File: src/rtl/fifo_rr_write_arbiter.sv
`default_nettype none
// =============================================================================
//  Module   : fifo_rr_write_arbiter
//  Purpose  : Round-robin, burst-bounded sharing of one FIFO write port among
//             NUM_REQ valid/ready producers, back-pressured by fifo_full.
//  Revision : 1.0  initial release
// =============================================================================
module fifo_rr_write_arbiter #(
    parameter int NUM_REQ   = 4,
    parameter int WIDTH     = 128,
    parameter int MAX_BURST = 4
) (
    input  logic                       clk,
    input  logic                       rst,
    input  logic [NUM_REQ-1:0]         req_valid,
    input  logic [NUM_REQ*WIDTH-1:0]   req_data,
    output logic [NUM_REQ-1:0]         req_ready,
    input  logic                       fifo_full,
    output logic                       fifo_write_en,
    output logic [WIDTH-1:0]           fifo_data_in,
    output logic [$clog2(NUM_REQ)-1:0] grant_id,
    output logic                       busy
);

    localparam int c_gw = $clog2(NUM_REQ);
    localparam int c_cw = $clog2(MAX_BURST + 1);
    localparam logic [c_gw-1:0] c_last_id   = c_gw'(NUM_REQ - 1);
    localparam logic [c_cw-1:0] c_last_beat = c_cw'(MAX_BURST - 1);

    typedef enum logic [0:0] {
        S_IDLE  = 1'b0,
        S_GRANT = 1'b1
    } state_t;

    state_t            r_state;
    logic [c_gw-1:0]   r_rr_ptr;
    logic [c_gw-1:0]   r_grant_id;
    logic [c_cw-1:0]   r_burst_cnt;

    logic [WIDTH-1:0]  w_data [NUM_REQ];
    logic              w_found;
    logic [c_gw-1:0]   w_pick;
    int                w_idx;
    logic              w_xfer;
    logic              w_release;
    logic [c_gw-1:0]   w_next_ptr;

    generate
        for (genvar gi = 0; gi < NUM_REQ; gi++) begin : g_unpack
            assign w_data[gi] = req_data[gi*WIDTH +: WIDTH];
        end
    endgenerate

    // Scan from the highest offset down so the closest valid index after
    // rr_ptr is the last one written.
    always_comb begin
        w_found = |req_valid;
        w_pick  = '0;
        w_idx   = 0;
        for (int k = NUM_REQ - 1; k >= 0; k--) begin
            w_idx = int'(r_rr_ptr) + k;
            if (w_idx >= NUM_REQ) begin
                w_idx = w_idx - NUM_REQ;
            end
            if (req_valid[w_idx]) begin
                w_pick = c_gw'(w_idx);
            end
        end
    end

    assign w_xfer     = (r_state == S_GRANT) && req_valid[r_grant_id] && !fifo_full;
    assign w_release  = !req_valid[r_grant_id] || (w_xfer && (r_burst_cnt == c_last_beat));
    assign w_next_ptr = (r_grant_id == c_last_id) ? '0 : r_grant_id + c_gw'(1);

    always_comb begin
        req_ready             = '0;
        req_ready[r_grant_id] = w_xfer;
    end

    assign fifo_write_en = w_xfer;
    assign fifo_data_in  = w_xfer ? w_data[r_grant_id] : '0;
    assign grant_id      = r_grant_id;
    assign busy          = (r_state == S_GRANT);

    always_ff @(posedge clk or negedge rst) begin
        if (!rst) begin
            r_state     <= S_IDLE;
            r_rr_ptr    <= '0;
            r_grant_id  <= '0;
            r_burst_cnt <= '0;
        end else begin
            case (r_state)
                S_IDLE: begin
                    if (w_found) begin
                        r_grant_id  <= w_pick;
                        r_burst_cnt <= '0;
                        r_state     <= S_GRANT;
                    end
                end
                S_GRANT: begin
                    if (w_release) begin
                        r_rr_ptr    <= w_next_ptr;
                        r_burst_cnt <= '0;
                        r_state     <= S_IDLE;
                    end else if (w_xfer) begin
                        r_burst_cnt <= r_burst_cnt + c_cw'(1);
                    end
                end
                default: r_state <= S_IDLE;
            endcase
        end
    end

endmodule
`default_nettype wire

File: config.mk
export PLATFORM = sky130hd
export DESIGN_NAME = fifo_rr_write_arbiter
export DESIGN_NICKNAME = d
export VERILOG_FILES = /design/src/rtl/fifo_rr_write_arbiter.sv
export SDC_FILE = /design/constraint.sdc
export NUM_CORES = 1
export LEC_CHECK = 0
export BUFFER_PORTS_ARGS = -buffer_cell sky130_fd_sc_hd__buf_2
export CAP_MARGIN = 5
export CORE_AREA = 3 3 255 257
export DETAILED_ROUTE_END_ITERATION = 16
export DIE_AREA = 0 0 258 260
export SYNTH_ARGS = -nofsm -noshare
export SYNTH_HDL_FRONTEND = slang
export SYNTH_SLANG_ARGS = --single-unit
export TNS_END_PERCENT = 30
File: constraint.sdc
create_clock -name clk -period 5.5 [get_ports clk]
set_input_delay 1.1 -clock clk [delete_from_list [all_inputs] [get_ports clk]]
set_output_delay 1.1 -clock clk [all_outputs]
set_load 0.1 [all_outputs]
# Word level (Yosys, flattened, before mapping)
# Cells that the tools add are included.
[classes]
add_sub_neg = 9
n_lt_le_gt_ge = 11
eq_ne = 4
mux = 36
bitwise = 3
reduce_logical = 11
[op_table]
columns = ["cell", "count"]
rows = [
  ["128-bit two-way mux", 3],
  ["128-bit binary-select mux with 2-bit select", 1],
  ["32-bit by 4-bit less-than comparator with 1-bit output (second input constant)", 4],
  ["32-bit two-way mux", 4],
  ["3-bit greater-or-equal comparator (second input constant)", 4],
  ["1-bit two-way mux", 12],
  ["3-bit by 3-bit subtractor with 4-bit output (second input constant)", 3],
  ["1-bit binary-select mux with 2-bit select", 5],
  ["2-bit two-way mux", 5],
  ["3-bit two-way mux", 3],
  ["2-bit by 2-bit adder with 3-bit output (second input constant)", 2],
  ["3-bit case mux with 2 select lines", 1],
  ["2-bit AND reduction", 3],
  ["4-bit bitwise AND", 1],
  ["1-bit logical AND", 4],
  ["4-bit OR reduction", 1],
  ["2-bit by 3-bit subtractor with 4-bit output (second input constant)", 1],
  ["2-bit by 1-bit adder with 3-bit output (second input constant)", 1],
  ["3-bit by 1-bit adder with 3-bit output (second input constant)", 1],
  ["3-bit by 2-bit equality test with 1-bit output (second input constant)", 1],
  ["2-bit by 3-bit greater-or-equal comparator with 1-bit output (second input constant)", 1],
  ["2-bit by 3-bit less-than comparator with 1-bit output (second input constant)", 1],
  ["3-bit by 1-bit != test with 1-bit output (second input constant)", 1],
  ["2-bit inverter with 3-bit output", 1],
  ["other kinds (9)", 10],
]
[word_totals]
regBits = 8
input_bits = 519
word_cells = 78

# Longest topological paths before layout
[depth]
word_depth = 10
depth_mapped = 6
ltp_nobuf = 6

# Worst setup path after synthesis
# OpenSTA, ideal clock, no wires.
[synth_timing]
path_kind = "register to output"
from = "register r_grant_id[1], in the netlist grant_id[1]"
to = "output fifo_data_in[0]"
t_arrival_ns = 3.434
t_required_ns = 4.400
slack_ns = 0.966
stages_incl_launch_ff = 6
n_path_buf = 3
cell_sequence = "dfrtp_1 -> buf_2 -> clkbuf_1 -> clkbuf_1 -> mux4_2 -> nor2b_1"
[synth_via]
elab_chain_cells = 5
word_cells_on_any_way = 9
cone_classes = "6 x mux; 1 x bitwise; 2 x reduce/logical"
[synth_rtl]
columns = ["element", "line", "rtl"]
rows = [
  ["from (decl)", "37", "logic [c_gw-1:0] r_grant_id;"],
  ["from (signal assigned)", "95", "r_grant_id <= w_pick;"],
  ["2-bit inverter with 3-bit output (implied by the code) or 1-bit binary-select mux with 2-bit select (tied branches)", "81, 71", ""],
  ["128-bit binary-select mux with 2-bit select or 1-bit two-way mux (tied branches)", "81, 71", ""],
  ["128-bit two-way mux (implied by the code) or 1-bit logical AND (tied branches) (2 in series)", "81, 71", ""],
  ["128-bit two-way mux (*)", "81", "assign fifo_data_in = w_xfer ? w_data[r_grant_id] : '0;"],
  ["to (decl)", "20", "output logic [WIDTH-1:0] fifo_data_in,"],
]
# Mark *: on every way between the ends. The rest lies on a longest branch, timed or not. The select of a mux whose other input is x is not followed.

# Worst setup path in the final report
[layout_timing]
from = "input req_valid[0]"
to = "output fifo_data_in[69]"
[layout_via]
elab_chain_cells = 5
[layout_rtl]
columns = ["element", "line", "rtl"]
rows = [
  ["from (decl)", "15", "input logic [NUM_REQ-1:0] req_valid,"],
  ["1-bit binary-select mux with 2-bit select", "71", "assign w_xfer = (r_state == S_GRANT) && req_valid[r_grant_id] && !fifo_full;"],
  ["1-bit two-way mux (implied by the code)", "71", ""],
  ["1-bit logical AND (2 in series)", "71", ""],
  ["128-bit two-way mux", "81", ""],
]
# Every way passes these cells. The select of a mux whose other input is x is not followed.

==> results by group <==
Worst hold path
  – Hold-critical path depth: 2
  – Hold Path Class: reg -> reg

Synth
  – Synth top cells by count: mux4_2, nor2b_1, buf_2
  – Area fraction of the dominant cell type after synthesis: 0.652
  – Top cells by area, synth: mux4_2, nor2b_1, dfrtp_1
  – Net count after synthesis: between 800 and 900
  – Yosys reg bits: 8
  – Asr flop ratio synth: 1.00
  – Avg Inst Size Synth: 12.4 um^2
  – Post-synth top area cell: mux4_2
  – Main flop type after synthesis: dfrtp_1
  – Cells after Synth: about 360
  – Yosys cell types: 27
  – Post-synthesis cell area: approximately 4500 um^2
  – Sequential-to-total area share from yosys stat: 0.0449
  – Post-synth EDFFs: 0
  – Synth Warn #: 0

Power
  – P_int: 0.00148 W
  – Clock share of power: 0.029
  – Leak: 4.12 nW
  – Max VDD drop: 306 uV
  – Logic pwr share: 0.933
  – Power Density: 477 nW/um^2
  – Share of total power in sequential cells: 0.038
  – Net Sw Frac: 0.646
  – P_sw: 0.00270 W

Clock tree
  – Cts hold-fix bufs: 0
  – Clock transition at path regs: 0.04 ns
  – Post CTS Setup Buffer Count: 0
  – CTS max path bufs: 2
  – Clock sinks: 8
  – Cts bufs inserted: 3
  – Root buffer cell: clkbuf_16
  – H-tree levels: 1
  – Post-CTS Resized: 0
  – Clk Latency, worst-skew pair: 0.23 ns
  – CTS tree: done

Routing
  – Vias: slightly above 6000
  – TritonRoute pass-1 iters: 4
  – Antenna-violating nets left: 0
  – Total wire length: approximately 34 mm
  – WL/cell: 18.4 um
  – Initial drt markers: 312
  – DRC: 0
  – Drt via density: 3.39

Timing
  – Final setup fails: 0
  – Minimum clock period: between 4 and 5 ns
  – Final Hold Fails: 0
  – RSZ-0062 raised after global routing: false
  – Final period utilization: 0.770
  – Fmax: 236 MHz
  – Worst Skew: 0.000788 ns
  – Worst slew margin: 0.454
  – TNS Setup: 0 ns
  – Worst-margin pin slew: 0.819 ns
  – Slew Limit Fails: 0

Critical path
  – Most frequent CP cell: buf_2
  – CP delay by family, top: buffers and inverters
  – Max FO, Critical Path: 43
  – Critical path startpoint category: input port
  – Total stage count of the critical path: 6
  – Element type at the critical path end: output pin
  – Worst EP arrival: 3.14 ns
  – Reg2Reg Depth: 4
  – Crit-path slowest cell: mux4_2
  – Req. time, crit path: roughly 4.4 ns
  – Slowest cell delay on critical path: 0.53 ns
  – Buf/Inv on CP: 3
  – Crit path cell chain: buf_2, mux4_2, nand3b_4, buf_4, nor2b_1, buf_2
  – Crit Path Class: in -> out

Placed design
  – RePlAce Congestion: a little under 0.9
  – Post-DP HPWL: 30.8 mm
  – DP Area: around 8700 um^2
  – Port Buf Inserts: approximately 650

Cells and area
  – Share of layout cells above drive strength 1: 0.817
  – Final Instance Area: 8770 um^2
  – Area grow syn2layout: 96.9%
  – FILL cells: 7173
  – Nets: 1507

Global route
  – Largest net degree at the start of global routing: 80
  – First-pass GRT wire length: 43.8 mm
  – Global Route Usage Sum: 0.0906
  – Initial antenna violation count: 25
  – Met3 Resource Use GR: 0.0228
  – GRT busiest layer: met2
  – Vias in the first global route: 6324
  – GR Util met2: 0.175
  – Met1 Resource Use GR: 0.100
  – Grt ovf: 0

Floorplan
  – Core ar.: 63000 um^2
  – Site Rows: 92
  – DIE AREA: approximately 67000 um^2
  – Initial Utilization: 0.0707
  – IO Count: around 660
  – Die Y: roughly 260 um
  – Die width: 258 um

Outcome
  – Status: finished clean

Run
  – Max_cap viols: 0
cell usage in the layout (no fill, tap or decap):
| master | n |
|---|---|
| or3_1 | 1 |
| inv_1 | 6 |
| o21ai_0 | 3 |
| nor4_1 | 1 |
| diode_2 | 4 |
| and2_1 | 5 |
| o31ai_1 | 1 |
| o22ai_1 | 1 |
| mux4_2 | 129 |
| a211o_1 | 1 |
| dfrtp_1 | 6 |
| clkbuf_16 | 3 |
| nor3b_1 | 1 |
| nor2_1 | 2 |
| buf_12 | 2 |
| a21oi_1 | 3 |
| nand2b_1 | 1 |
| mux2_2 | 2 |
| nor2b_1 | 129 |
| buf_4 | 7 |
| dfrtp_4 | 2 |
| o21a_1 | 1 |
| mux2i_1 | 2 |
| o2bb2ai_1 | 1 |
| or2_2 | 1 |
| buf_2 | 654 |
| ha_1 | 6 |
| a22o_1 | 2 |
| nand3b_4 | 1 |
| nand2_1 | 6 |
worst register-to-register path: cells and delay by family, from the launching register on:
kind,cells,cell delay [ns]
flops,1,0.61
mux,2,0.91
simple gates,2,0.58
power groups by stage:
stage                     Sequential, W  Combinational, W  Clock, W
after global routing           0.000173           0.00410  0.000127
after floorplan                0.000180           0.00314         0
final                          0.000160           0.00390  0.000120
after global placement         0.000163           0.00394         0
after CTS                      0.000165           0.00395  0.000123
after detailed placement       0.000165           0.00395         0
flip-flops by register name, indices dropped and copies added, names as in the netlist:
register     count
busy             1
grant_id         2
r_burst_cnt      3
r_rr_ptr         2
per-layer routing:
metal | routed length, um | share of wire
met5 | 38 | 0.0011
met2 | 17600 | 0.52
met4 | 874 | 0.026
met3 | 3300 | 0.098
met1 | 11900 | 0.35
worst paths after layout:
kind                       slack (ns)                         end                  startpoint
hold / removal                   0.49  r_burst_cnt[2]$_DFFE_PN0P_  r_burst_cnt[2]$_DFFE_PN0P_
setup reg to reg                 3.29  r_burst_cnt[0]$_DFFE_PN0P_     grant_id[0]$_DFFE_PN0P_
max in group asynchronous        4.60     grant_id[0]$_DFFE_PN0P_                         rst
setup / recovery                 1.26            fifo_data_in[69]                req_valid[0]
min in group asynchronous        0.71     r_rr_ptr[0]$_DFFE_PN0P_                         rst
hold reg to reg                  0.49  r_burst_cnt[2]$_DFFE_PN0P_  r_burst_cnt[2]$_DFFE_PN0P_
logic make-up after synthesis:
kind of cell,synth area share
DFF,0.0449
adders and majority gates,0.0169
buffers and inverters,0.0522
muxes,0.662
and+or+nand+nor,0.205
AOI/OAI and AO/OA,0.0194
final cells by class:
class,count,area (um^2),share of cell area
inverter,6,22.5,0.00257
timing repair buffer,663,3370,0.384
sequential,8,208,0.0237
antenna,4,10.0,0.00114
multi-input combinational,300,4030,0.460
tap,846,1060,0.121
clock buffer,3,75.1,0.00856
per-stage QoR:
stage	utilization	setup WS (ns)	total power, W	cells	hold WS [ns]
floorplan	-	0.966	0.00332	358	0.449
global placement	0.138	1.24	0.00410	1823	0.465
detailed placement	0.138	1.18	0.00411	1823	0.478
CTS	0.139	1.17	0.00424	1826	0.486
global route	0.139	1.10	0.00440	1826	0.538
finish	0.139	1.26	0.00418	1830	0.485
Note: power is estimated with default switching activity, not from simulation.
